### config.mk
export PLATFORM = sky130hd
export DESIGN_NAME = output_port_controller
export DESIGN_NICKNAME = d
export VERILOG_FILES = /design/src/rtl/output_port_controller.sv
export SDC_FILE = /design/constraint.sdc
export NUM_CORES = 1
export LEC_CHECK = 0
export BUFFER_PORTS_ARGS = -buffer_cell sky130_fd_sc_hd__buf_4
export CAP_MARGIN = 20
export CORE_ASPECT_RATIO = 1.1
export CORE_MARGIN = 8
export CORE_UTILIZATION = 49
export CTS_BUF_LIST = sky130_fd_sc_hd__clkbuf_8
export DETAILED_ROUTE_END_ITERATION = 16
export GPL_ROUTABILITY_DRIVEN = 1
export GPL_TIMING_DRIVEN = 0
export PLACE_DENSITY = 0.88
export SETUP_SLACK_MARGIN = 0.1
export SLEW_MARGIN = 20
export SYNTH_ARGS = -nofsm -noshare
export SYNTH_HDL_FRONTEND = slang
export SYNTH_SLANG_ARGS = --single-unit
### constraint.sdc
create_clock -name clk -period 2.6 [get_ports clk]
set_input_delay 0 -clock clk [delete_from_list [all_inputs] [get_ports clk]]
set_output_delay 0 -clock clk [all_outputs]
set_load 0.1 [all_outputs]
### src/rtl/output_port_controller.sv
// Memory-mapped actuator output port: level latch, atomic set/clear/toggle,
// per-pin polarity and a retriggerable timed pulse, all behind registered pins.
//
// state  | meaning
// IDLE   | no pulse running, mask and count are zero
// ACTIVE | pulse mask XORed onto pins, count decrementing to terminal count 1
module output_port_controller #(
  parameter int NUM_OUTPUTS = 12,
  parameter int DATA_WIDTH  = 64
) (
  input  logic                   clk,
  input  logic                   rst_n,
  input  logic                   we,
  input  logic [1:0]             register_addr,
  input  logic [DATA_WIDTH-1:0]  wr_data,
  output logic [DATA_WIDTH-1:0]  rd_data,
  output logic                   done,
  output logic                   busy,
  output logic [NUM_OUTPUTS-1:0] out_data
);

  typedef enum logic {IDLE = 1'b0, ACTIVE = 1'b1} state_t;

  state_t                 state;
  logic                   ctrl_run;
  logic                   ctrl_en;
  logic [NUM_OUTPUTS-1:0] polarity;
  logic [NUM_OUTPUTS-1:0] latch;
  logic [NUM_OUTPUTS-1:0] pulse_mask;
  logic [31:0]            count;

  logic                   wr_ctrl, wr_latch, wr_setclr, wr_pulse;
  logic                   run_next;
  logic [31:0]            pulse_len;
  logic [NUM_OUTPUTS-1:0] set_m, clr_m;
  logic [NUM_OUTPUTS-1:0] tgl_m, only_set, only_clr;
  logic [NUM_OUTPUTS-1:0] next_out;
  logic [11:0]            mask_rd;
  logic [63:0]            rd_full;
  logic                   unused_wr_bits;

  // The 12-bit mask fields map onto pins 0..11; wider ports leave upper pins unreachable.
  if (NUM_OUTPUTS > 12) begin : g_wide
    assign set_m   = {{(NUM_OUTPUTS-12){1'b0}}, wr_data[11:0]};
    assign clr_m   = {{(NUM_OUTPUTS-12){1'b0}}, wr_data[23:12]};
    assign mask_rd = pulse_mask[11:0];
  end else if (NUM_OUTPUTS == 12) begin : g_exact
    assign set_m   = wr_data[11:0];
    assign clr_m   = wr_data[23:12];
    assign mask_rd = pulse_mask;
  end else begin : g_narrow
    assign set_m   = wr_data[NUM_OUTPUTS-1:0];
    assign clr_m   = wr_data[12 +: NUM_OUTPUTS];
    assign mask_rd = {{(12-NUM_OUTPUTS){1'b0}}, pulse_mask};
  end

  assign unused_wr_bits = ^wr_data[DATA_WIDTH-1:44];

  assign wr_ctrl   = we && (register_addr == 2'd0);
  assign wr_latch  = we && (register_addr == 2'd1) && ctrl_run;
  assign wr_setclr = we && (register_addr == 2'd2) && ctrl_run;
  assign wr_pulse  = we && (register_addr == 2'd3) && ctrl_run;
  assign pulse_len = wr_data[43:12];

  // Clearing run takes effect on the same edge as the CONTROL write.
  assign run_next  = wr_ctrl ? wr_data[0] : ctrl_run;

  assign tgl_m    = set_m & clr_m;
  assign only_set = set_m & ~clr_m;
  assign only_clr = clr_m & ~set_m;

  assign next_out = ctrl_en ? ((latch ^ ((state == ACTIVE) ? pulse_mask : '0)) ^ polarity)
                            : '0;
  assign busy     = (state == ACTIVE);

  always_ff @(posedge clk or negedge rst_n) begin
    if (!rst_n) begin
      state      <= IDLE;
      ctrl_run   <= 1'b0;
      ctrl_en    <= 1'b0;
      polarity   <= '0;
      latch      <= '0;
      pulse_mask <= '0;
      count      <= '0;
      done       <= 1'b0;
      out_data   <= '0;
    end else begin
      done     <= we;
      out_data <= next_out;

      if (wr_ctrl) begin
        ctrl_run <= wr_data[0];
        ctrl_en  <= wr_data[1];
        polarity <= wr_data[2 +: NUM_OUTPUTS];
      end

      if (!run_next) begin
        latch      <= '0;
        pulse_mask <= '0;
        count      <= '0;
        state      <= IDLE;
      end else begin
        if (wr_latch)
          latch <= wr_data[NUM_OUTPUTS-1:0];
        else if (wr_setclr)
          latch <= ((latch | only_set) & ~only_clr) ^ tgl_m;

        case (state)
          IDLE: begin
            if (wr_pulse && (pulse_len != 32'd0)) begin
              pulse_mask <= set_m;
              count      <= pulse_len;
              state      <= ACTIVE;
            end
          end
          ACTIVE: begin
            if (wr_pulse && (pulse_len != 32'd0)) begin
              pulse_mask <= set_m;
              count      <= pulse_len;
            end else if (count == 32'd1) begin
              pulse_mask <= '0;
              count      <= '0;
              state      <= IDLE;
            end else begin
              count <= count - 32'd1;
            end
          end
          default: state <= IDLE;
        endcase
      end
    end
  end

  always_comb begin
    rd_full = '0;
    case (register_addr)
      2'd0: begin
        rd_full[0]                = ctrl_run;
        rd_full[1]                = ctrl_en;
        rd_full[2 +: NUM_OUTPUTS] = polarity;
      end
      2'd1:    rd_full[NUM_OUTPUTS-1:0] = latch;
      2'd3:    rd_full[43:0]            = {count, mask_rd};
      default: rd_full                  = '0;
    endcase
  end

  assign rd_data = DATA_WIDTH'(rd_full);

endmodule

---- After elaboration in Yosys (flattened, before gate mapping) ----
Cells that the tools add are included.
word-level totals
  input port bits ......................... 69
  logic and storage cells ................. 64
  bits in registers ....................... 84
  output and inout port bits .............. 78
operators by class
  add/subtract/negate cells ............... 1
  bitwise operators ....................... 12
  equal/unequal tests ..................... 7
  reductions and logical operators ........ 11
  mux-type cells .......................... 24
operators by type and width
  operator                                                                number
  32-bit 2-to-1 mux                                                       4
  12-bit 2-to-1 mux                                                       9
  32-bit one-hot mux with 2 select lines                                  1
  12-bit AND                                                              4
  12-bit NOT                                                              3
  12-bit one-hot mux with 3 select lines                                  1
  12-bit bitwise XOR                                                      3
  32-bit by 1-bit equality test with 1-bit output, second input constant  1
  32-bit nonzero test                                                     1
  32-bit by 1-bit subtractor with 32-bit output, second input constant    1
  30-bit 2-to-1 mux                                                       1
  12-bit one-hot mux with 2 select lines                                  1
  12-bit bitwise OR                                                       1
  1-bit logical AND                                                       8
  3-bit != test, second input constant                                    2
  1-bit 2-to-1 mux                                                        5
  2-bit equality test, second input constant                              2
  4-bit by 2-bit != test with 1-bit output, second input constant         1
  2-bit one-hot mux with 2 select lines                                   1
  2-bit by 1-bit equality test with 1-bit output, second input constant   1
  2-bit logical NOT                                                       1
  1-bit one-hot mux with 2 select lines                                   1
  2-bit AND reduction                                                     1
  1-bit NOT                                                               1

---- Logic depth before layout (Yosys ltp) ----
Gate-level depths: netlist of run 1.
  depth in word-level cells ............... 8
  depth in mapped cells ................... 10
  gate-level depth less buffers ........... 8

---- Worst setup path after synthesis of run 1 ----
OpenSTA, ideal clock, no wires.
  kind .................................... register to register
  start ................................... register count[0]
  end ..................................... register count[30]
  slack ................................... 0.022 ns
  path buffers ............................ 2
  library setup time ...................... 0.130 ns
  data required time ...................... 2.470 ns
  arrival ................................. 2.449 ns
  stages on the path, launching flop included .. 10
  period minus slack after synthesis ...... 2.578 ns
  cells stage by stage .................... dfrtp_1 inv_1 ha_1 or4b_1 clkbuf_1 or3_2 clkbuf_1 or4_1 a32oi_1 o41ai_1
between the ends
  longest elaborated chain between the ends .. 5
  elaborated cells on any way between the ends .. 6
  those cells by class .................... add/sub (1); eq/ne (1); mux (4)
ends and longest elaborated chain
  what                                                                                                              RTL line  source
  from (decl)                                                                                                       30        logic [31:0] count;
  from (signal assigned)                                                                                            112       count <= pulse_len;
  from (signal assigned)                                                                                            119       count <= pulse_len;
  from (signal assigned)                                                                                            125       count <= count - 32'd1;
  32-bit by 1-bit subtractor with 32-bit output or 32-bit by 1-bit equality test with 1-bit output (tied branches)  125, 120
  32-bit 2-to-1 mux (*)                                                                                             120       end else if (count == 32'd1) begin
  32-bit 2-to-1 mux (*)                                                                                             117       if (wr_pulse && (pulse_len != 32'd0)) begin
  32-bit one-hot mux with 2 select lines (*)                                                                        108       case (state)
  32-bit 2-to-1 mux (*)                                                                                             97        if (!run_next) begin
Mark *: on every way between the ends. The rest lies on a longest branch, timed or not.
A chain may end at the register's enable or synchronous reset.

---- Worst setup path after layout of run 1 ----
  start ................................... register count[11]
  end ..................................... register count[29]
Same word-level chain as after synthesis.

==> results of run 1 <==
## worst max path at each step
| stage | startpoint | endpoint | slack, ns | cells after the start |
|---|---|---|---|---|
| 6_report | count[11] | count[29] | -0.07 | 6 |
| 5_1_grt | count[11] | count[29] | -0.08 | 6 |
| 4_1_cts | count[11] | count[29] | -0.03 | 6 |
| 3_5_place_dp | count[22] | count[29] | -0.64 | 7 |
| 3_3_place_gp | count[22] | count[29] | -0.62 | 7 |
| 2_1_floorplan | count[11] | count[29] | 0.06 | 6 |
## registers in the layout (all words and copies together), names as in the netlist
name / flops
mask_rd: 12
ctrl_en: 1
latch: 12
busy: 1
done: 1
count: 32
out_data: 12
polarity: 12
ctrl_run: 1
## cell families after synthesis
family | Yosys count
adders and majority gates | 7
DFF | 84
buffers and inverters | 64
other | 1
AOI/OAI and AO/OA | 155
muxes | 16
xor gates and xnor gates | 12
and+or+nand+nor | 216
## metrics by stage
step                setup TNS [ns]  hold WS (ns)  area (um2)  std cells
floorplan                        0        -0.296        5130        574
global placement            -15.88         0.178        6080        803
detailed placement          -16.16         0.185        6080        803
CTS                        -0.0336       0.00988        7000        881
global route                -0.274        0.0336        7160        888
finish                     -0.0972        0.0152        7160        888
## repair_timing
action	in CTS	in global routing
hold endpoints to repair	151	0
setup endpoints to repair	45	44
buffers inserted	20	7
hold buffers	43	0
pin swaps	9	19
resized for setup	29	42
## worst max-delay path, cell delays in order, from the launching register on
cell     delay (ns)
dfrtp_1        0.43
or4_4          0.57
or4_4          0.53
buf_6          0.14
or3_4          0.33
o311a_1        0.29
a221o_1        0.27
## layer usage
metal / share of wire / wire length, um / up-vias / global-route usage
met5: 0 / 0 / - / 0
met4: 0.042 / 816 / 0 / 0.143
met3: 0.12 / 2290 / 82 / 0.0743
met2: 0.48 / 9240 / 446 / 0.460
met1: 0.36 / 6930 / 2676 / 0.316
li1: - / - / 2447 / -
## cell usage in the layout (no fill, tap or decap), types with 3 or more instances in the layout
cell and count:
nand2_1 32, nand4_1 5, o211ai_1 5, inv_1 4, nand3_1 23, nor2_1 47
and2_1 29, or3_1 7, o21ai_1 5, or4_1 3, and3_1 6, clkbuf_1 22
mux2_2 14, buf_4 151, o311a_1 3, or4_4 3, dfrtp_1 82, nor4_1 10
ha_1 6, and3b_1 12, nor2b_1 3, clkbuf_8 11, clkbuf_2 5, dlygate4sd3_1 43
o21ai_0 45, a222oi_1 12, conb_1 20, nor3_1 12, a221o_1 7, a22oi_1 14
buf_6 7, a32oi_1 9, a21oi_1 22, a21oi_2 3, nor4_2 4, xor2_1 12
a22o_1 11
## final cells by class
type                    instances  area share
multi-input cells             426       0.399
flip-flops and latches         84       0.294
repair buffers                176       0.202
plain buffers                  58      0.0495
well taps                     123      0.0215
clock buffers                  11      0.0212
clock inverters                 4      0.0101
inverters                       6     0.00315
## power groups by stage
stage	Combinational, mW	Clock, mW	Sequential, mW
floorplan	1.33	0	1.89
global placement	2.13	0	1.63
detailed placement	2.16	0	1.64
CTS	2.48	1.08	1.62
global route	2.85	1.13	1.65
finish	2.73	1.08	1.63
==> qor.txt, run 1 <==
CTS tree -> done
Diodes inserted -> 0
Max_slew headroom -> 0.473
Die width -> 113 um
CTS root buffer -> clkbuf_8
Ys Warns -> 0
Power Internal -> 3.01 mW
Yosys cell types -> 57
Cell depth of the worst flop-to-flop path -> 6
Tmin final -> 2.67 ns
Starting Density -> 0.494
Sequential share of power -> 0.299
Final Core Density -> 0.702
Site row count -> 39
List of most frequent post-synthesis cells -> dfrtp_1, o21ai_0, nor2_1
Clk pwr share -> 0.198
Reg-to-reg endpoint -> count[29]
Main combinational cell family by area after synthesis -> simple AND/OR/NAND/NOR gates
Post-route ant nets -> 0
DR iter-0 viols -> 695
Top FF cell, synth -> dfrtp_1
Worst Setup Start Kind -> flop
Worst EP required -> 2.86 ns
Area share of the largest cell type after synthesis -> 0.417
Final Hold Vio Count -> 0
Worst setup margin -> -0.0671 ns
Worst reg2reg path startpoint -> count[11]
Final wirelength -> 19300 um
Worst-path clk slew -> 0.09 ns
Layout area overhead -> 41.9%
PortBufs -> 106
Max VDD drop -> 0.473 mV
Clock sink total -> 84
WL/cell -> 21.7 um
Static Leakage -> 3.38 nW
Final max-slew violation count -> 0
Reg2reg setup slack -> -0.07 ns
Max Buffers Root-to-Sink -> 2
Via density -> 6.36
Synth area leader -> dfrtp_1
Hold Path Class -> input pin to flop
Worst hold path depth -> 3
Syn_area_per_cell -> 9.09 um2
DRC violations left -> 0
Design Power -> 5.44 mW
Combinational Power Share -> 0.503
Total grt overflow -> 0
Nets -> 837
FF/Latch Area -> 2100 um2
Initial antenna violation count -> 0
Asr flop ratio synth -> 1.00
Switching pwr -> 2.42 mW
DR vias -> 5651
Critical path type -> flop to flop
Power per Cell Area -> 760 nW/um2
Fill cells -> 755
First-pass GRT wire length -> 29900 um
Detail Placement HPWL -> 13000 um
Post-route clock skew -> 0.00834 ns
Hold path start -> wr_data[36]
IO Count -> 147
Final Setup Violations -> 4
Synth Register Bits -> 84
FMAX -> 375 MHz
Unrepaired setup endpoints after global routing -> true
Number of global-route vias before repair -> 5788
Post-synthesis xor/xnor area fraction -> 0.0208
Largest net degree at the start of global routing -> 85
Layout cell share with drive strength beyond 1 -> 0.308
Multi-input logic area -> 2850 um2
EDFF count, synth -> 0
WHS Endpoint -> count[24]
Post-synthesis mux area share -> 0.0352
Clk_lat worst skew -> 0.37 ns
Sw Ratio -> 0.446
Compound-gate portion of the synthesized area -> 0.215
DR pass1 iterations -> 9
Seq/Total Area, Yosys -> 0.417
Area share of fa/ha/maj cells after synthesis -> 0.0174
Gr usage total -> 0.274
Routability Congestion -> 0.927
Mapped Area -> 5040 um2
Syn Inst Count -> 555
CP max FO -> 4
H-tree depth -> 3
Outcome -> finished, violations left
Die ar. -> 13800 um2
Core Area -> 10200 um2
Post-Synth Simple-Gate Area -> 0.230
Top cells by area, synth -> dfrtp_1, o21ai_0, nor2_1, and2_1, buf_4
CP endpoint kind -> flop
DP Worst Slack -> -0.639 ns
Failing checks -> setup timing
Count leader, synth -> dfrtp_1
Total CTS buffers -> 9
Critical path arrival -> 2.93 ns
Worst-Margin Slew -> 0.791 ns
Die Y -> 122 um
Final period util -> 1.03
MaxCap Viol Count -> 0
Power figures use the tool's default switching activity.
==> run 2: changes to the inputs <==
Settings changed: CELL_PAD_IN_SITES_DETAIL_PLACEMENT set to 1, CELL_PAD_IN_SITES_GLOBAL_PLACEMENT set to 1, CORE_UTILIZATION 49 to 36, HOLD_SLACK_MARGIN set to 0.06.
==> qor.txt, run 2 (synthesis gave the netlist of run 1 again) <==
Outcome -> finished, violations left
Failing checks -> setup timing
Site row count -> 45 (+15%)
Worst setup margin -> -0.0998 ns (-0.0328 ns)
Hold path start -> wr_data[22]
Slowest-stage cell, CP -> or4_4
Final period util -> 1.04 (+0.0126)
Crit path launch -> count[1]
Critical path type -> flop to flop
DRC violations left -> 0 (unchanged)
CP endpoint kind -> flop
DR pass1 iterations -> 6 (-3)
Worst-Margin Slew -> 0.855 ns (+0.0640 ns)
Total grt overflow -> 0 (unchanged)
Max Buffers Root-to-Sink -> 2 (unchanged)
Static Leakage -> 3.45 nW (+2.0%)
Final max-slew violation count -> 0 (unchanged)
Max_slew headroom -> 0.430 (-0.0427)
FMAX -> 370 MHz (-1.2%)
Worst reg2reg path startpoint -> count[1]
WL/cell -> 24.3 um (+12%)
Worst Setup EP -> count[29]
Max FFs per register -> 32 (unchanged)
Power per Cell Area -> 772 nW/um2 (+1.6%)
Layout cell share with drive strength beyond 1 -> 0.309 (about the same)
DR iter-0 viols -> 770 (+11%)
PortBufs -> 106 (unchanged)
Worst EP required -> 2.87 ns (about the same)
Via density -> 5.99 (-5.8%)
Nets -> 852 (+1.8%)
Gr usage total -> 0.254 (-0.0202)
CTS root buffer -> clkbuf_8
Final Hold Vio Count -> 0 (unchanged)
Unrepaired setup endpoints after global routing -> true
Total CTS buffers -> 9 (unchanged)
Layout area overhead -> 46.0%
Power Internal -> 3.02 mW (+0.12%)
Critical path arrival -> 2.97 ns (+0.04 ns)
Worst-path clk slew -> 0.10 ns (about the same)
Reg2reg setup slack -> -0.1 ns (-0.03 ns)
Die ar. -> 18100 um2 (+31%)
Crit path largest cell delay -> 0.56 ns (about the same)
CP max FO -> 3 (-1)
Clk_lat worst skew -> 0.38 ns (about the same)
Final wirelength -> 23600 um (+22%)
Critical path's most frequent cell -> or4_4
Most common cell after layout, fill and taps aside -> buf_4
Routability Congestion -> 0.925 (-0.20%)
Final Core Density -> 0.536 (-0.166)
Die Y -> 140 um (+14%)
Clock sink total -> 84 (unchanged)
Largest net degree at the start of global routing -> 85 (unchanged)
Detail Placement HPWL -> 15300 um (+17%)
Worst Setup Start Kind -> flop
DR vias -> 5806 (+2.7%)
IO Count -> 147 (unchanged)
Final Setup Violations -> 6 (+2)
Design Power -> 5.68 mW (+4.5%)
Initial antenna violation count -> 1 (+1)
Combinational Power Share -> 0.532 (+0.029)
Top reg by flops -> count
Inst Count DP -> 868 (+8.1%)
Cell depth of the worst flop-to-flop path -> 7 (+1)
CTS tree -> done
Sequential share of power -> 0.288 (-0.011)
Starting Density -> 0.367 (-0.127)
Cell Chain, Critical Path -> buf_4 > or4_4 > or4_4 > buf_6 > or3_4 > o311a_1 > a221o_1
Switching pwr -> 2.66 mW (+9.9%)
Sw Ratio -> 0.469 (+0.0232)
Hold Path Class -> input pin to flop
Die width -> 129 um (+14%)
Core Area -> 13700 um2 (+35%)
Max VDD drop -> 0.295 mV (-38%)
MaxCap Viol Count -> 0 (unchanged)
Fin cells -> 969 (+9.1%)
Tmin final -> 2.70 ns (+0.0328 ns)
H-tree depth -> 3 (unchanged)
Reg-to-reg endpoint -> count[29]
Diodes inserted -> 0 (unchanged)
Post-route clock skew -> 0.0142 ns (+0.00586 ns)
Clk pwr share -> 0.180 (-0.018)
First-pass GRT wire length -> 35700 um (+19%)
Number of global-route vias before repair -> 6327 (+9.3%)
Post-route ant nets -> 0 (unchanged)
Commonest non-fill, non-tap cells in the layout -> buf_4, dfrtp_1, nor2_1, dlygate4sd3_1, o21ai_0
==> run 2: worst min path at each step <==
stage | end | slack (ns) | cells after the start
floorplan | busy | -0.30 | 0
global placement | done | 0.18 | 1
detailed placement | done | 0.19 | 1
CTS | latch[10] | 0.08 | 4
global route | latch[10] | 0.1 | 4
finish | latch[10] | 0.08 | 4
==> run 2: layout make-up <==
type                            instances  area (um2)
Tap cell                              188         235
Fill cell                            1612        6380
Clock buffer                            9         124
Multi-Input combinational cell        426        2850
Buffer                                 58         355
Clock inverter                          7        80.1
Sequential cell                        84        2100
Inverter                                6        22.5
Timing Repair Buffer                  191        1590
==> run 2: metal layers <==
| layer | vias to the layer above | global-route usage | wire (um) |
|---|---|---|---|
| met5 | - | 0 | 13 |
| met3 | 96 | 0.0596 | 1940 |
| li1 | 2480 | - | - |
| met4 | 2 | 0.141 | 1010 |
| met1 | 2895 | 0.277 | 8600 |
| met2 | 333 | 0.440 | 12000 |
==> run 2: power by group through the flow <==
stage / registers [mW] / clock network (mW) / logic [mW]
6_report: 1.64 / 1.02 / 3.02
2_1_floorplan: 1.89 / 0 / 1.33
4_1_cts: 1.62 / 1.03 / 2.70
5_1_grt: 1.65 / 1.08 / 3.12
3_3_place_gp: 1.63 / 0 / 2.15
3_5_place_dp: 1.65 / 0 / 2.21
==> run 2: worst max-delay path: cells and delay by family, from the launching register on <==
kind	cells	cell delay, ns
buffers and inverters	2	0.30
and+or+nand+nor	3	1.32
AOI/OAI and AO/OA	2	0.56
DFF	1	0.41
==> run 2: through the flow <==
step	setup TNS [ns]	hold slack [ns]	worst slack (ns)	instance area, um2
final	-0.286	0.0814	-0.0998	7360
after floorplan	0	-0.296	0.0635	5130
after global placement	-24.25	0.182	-0.779	6170
after global routing	-0.673	0.0952	-0.131	7360
after detailed placement	-22.60	0.185	-0.795	6170
after CTS	-0.0611	0.0759	-0.0607	7220
==> run 2: repair_timing <==
action                                  CTS  global route
endpoints found under the setup margin   45            33
pin swaps                                14             6
endpoints found under the hold margin   154             0
hold buffers                             47             0
buffers inserted                         30             8
gates cloned                              0             0
resized for setup                        35            33
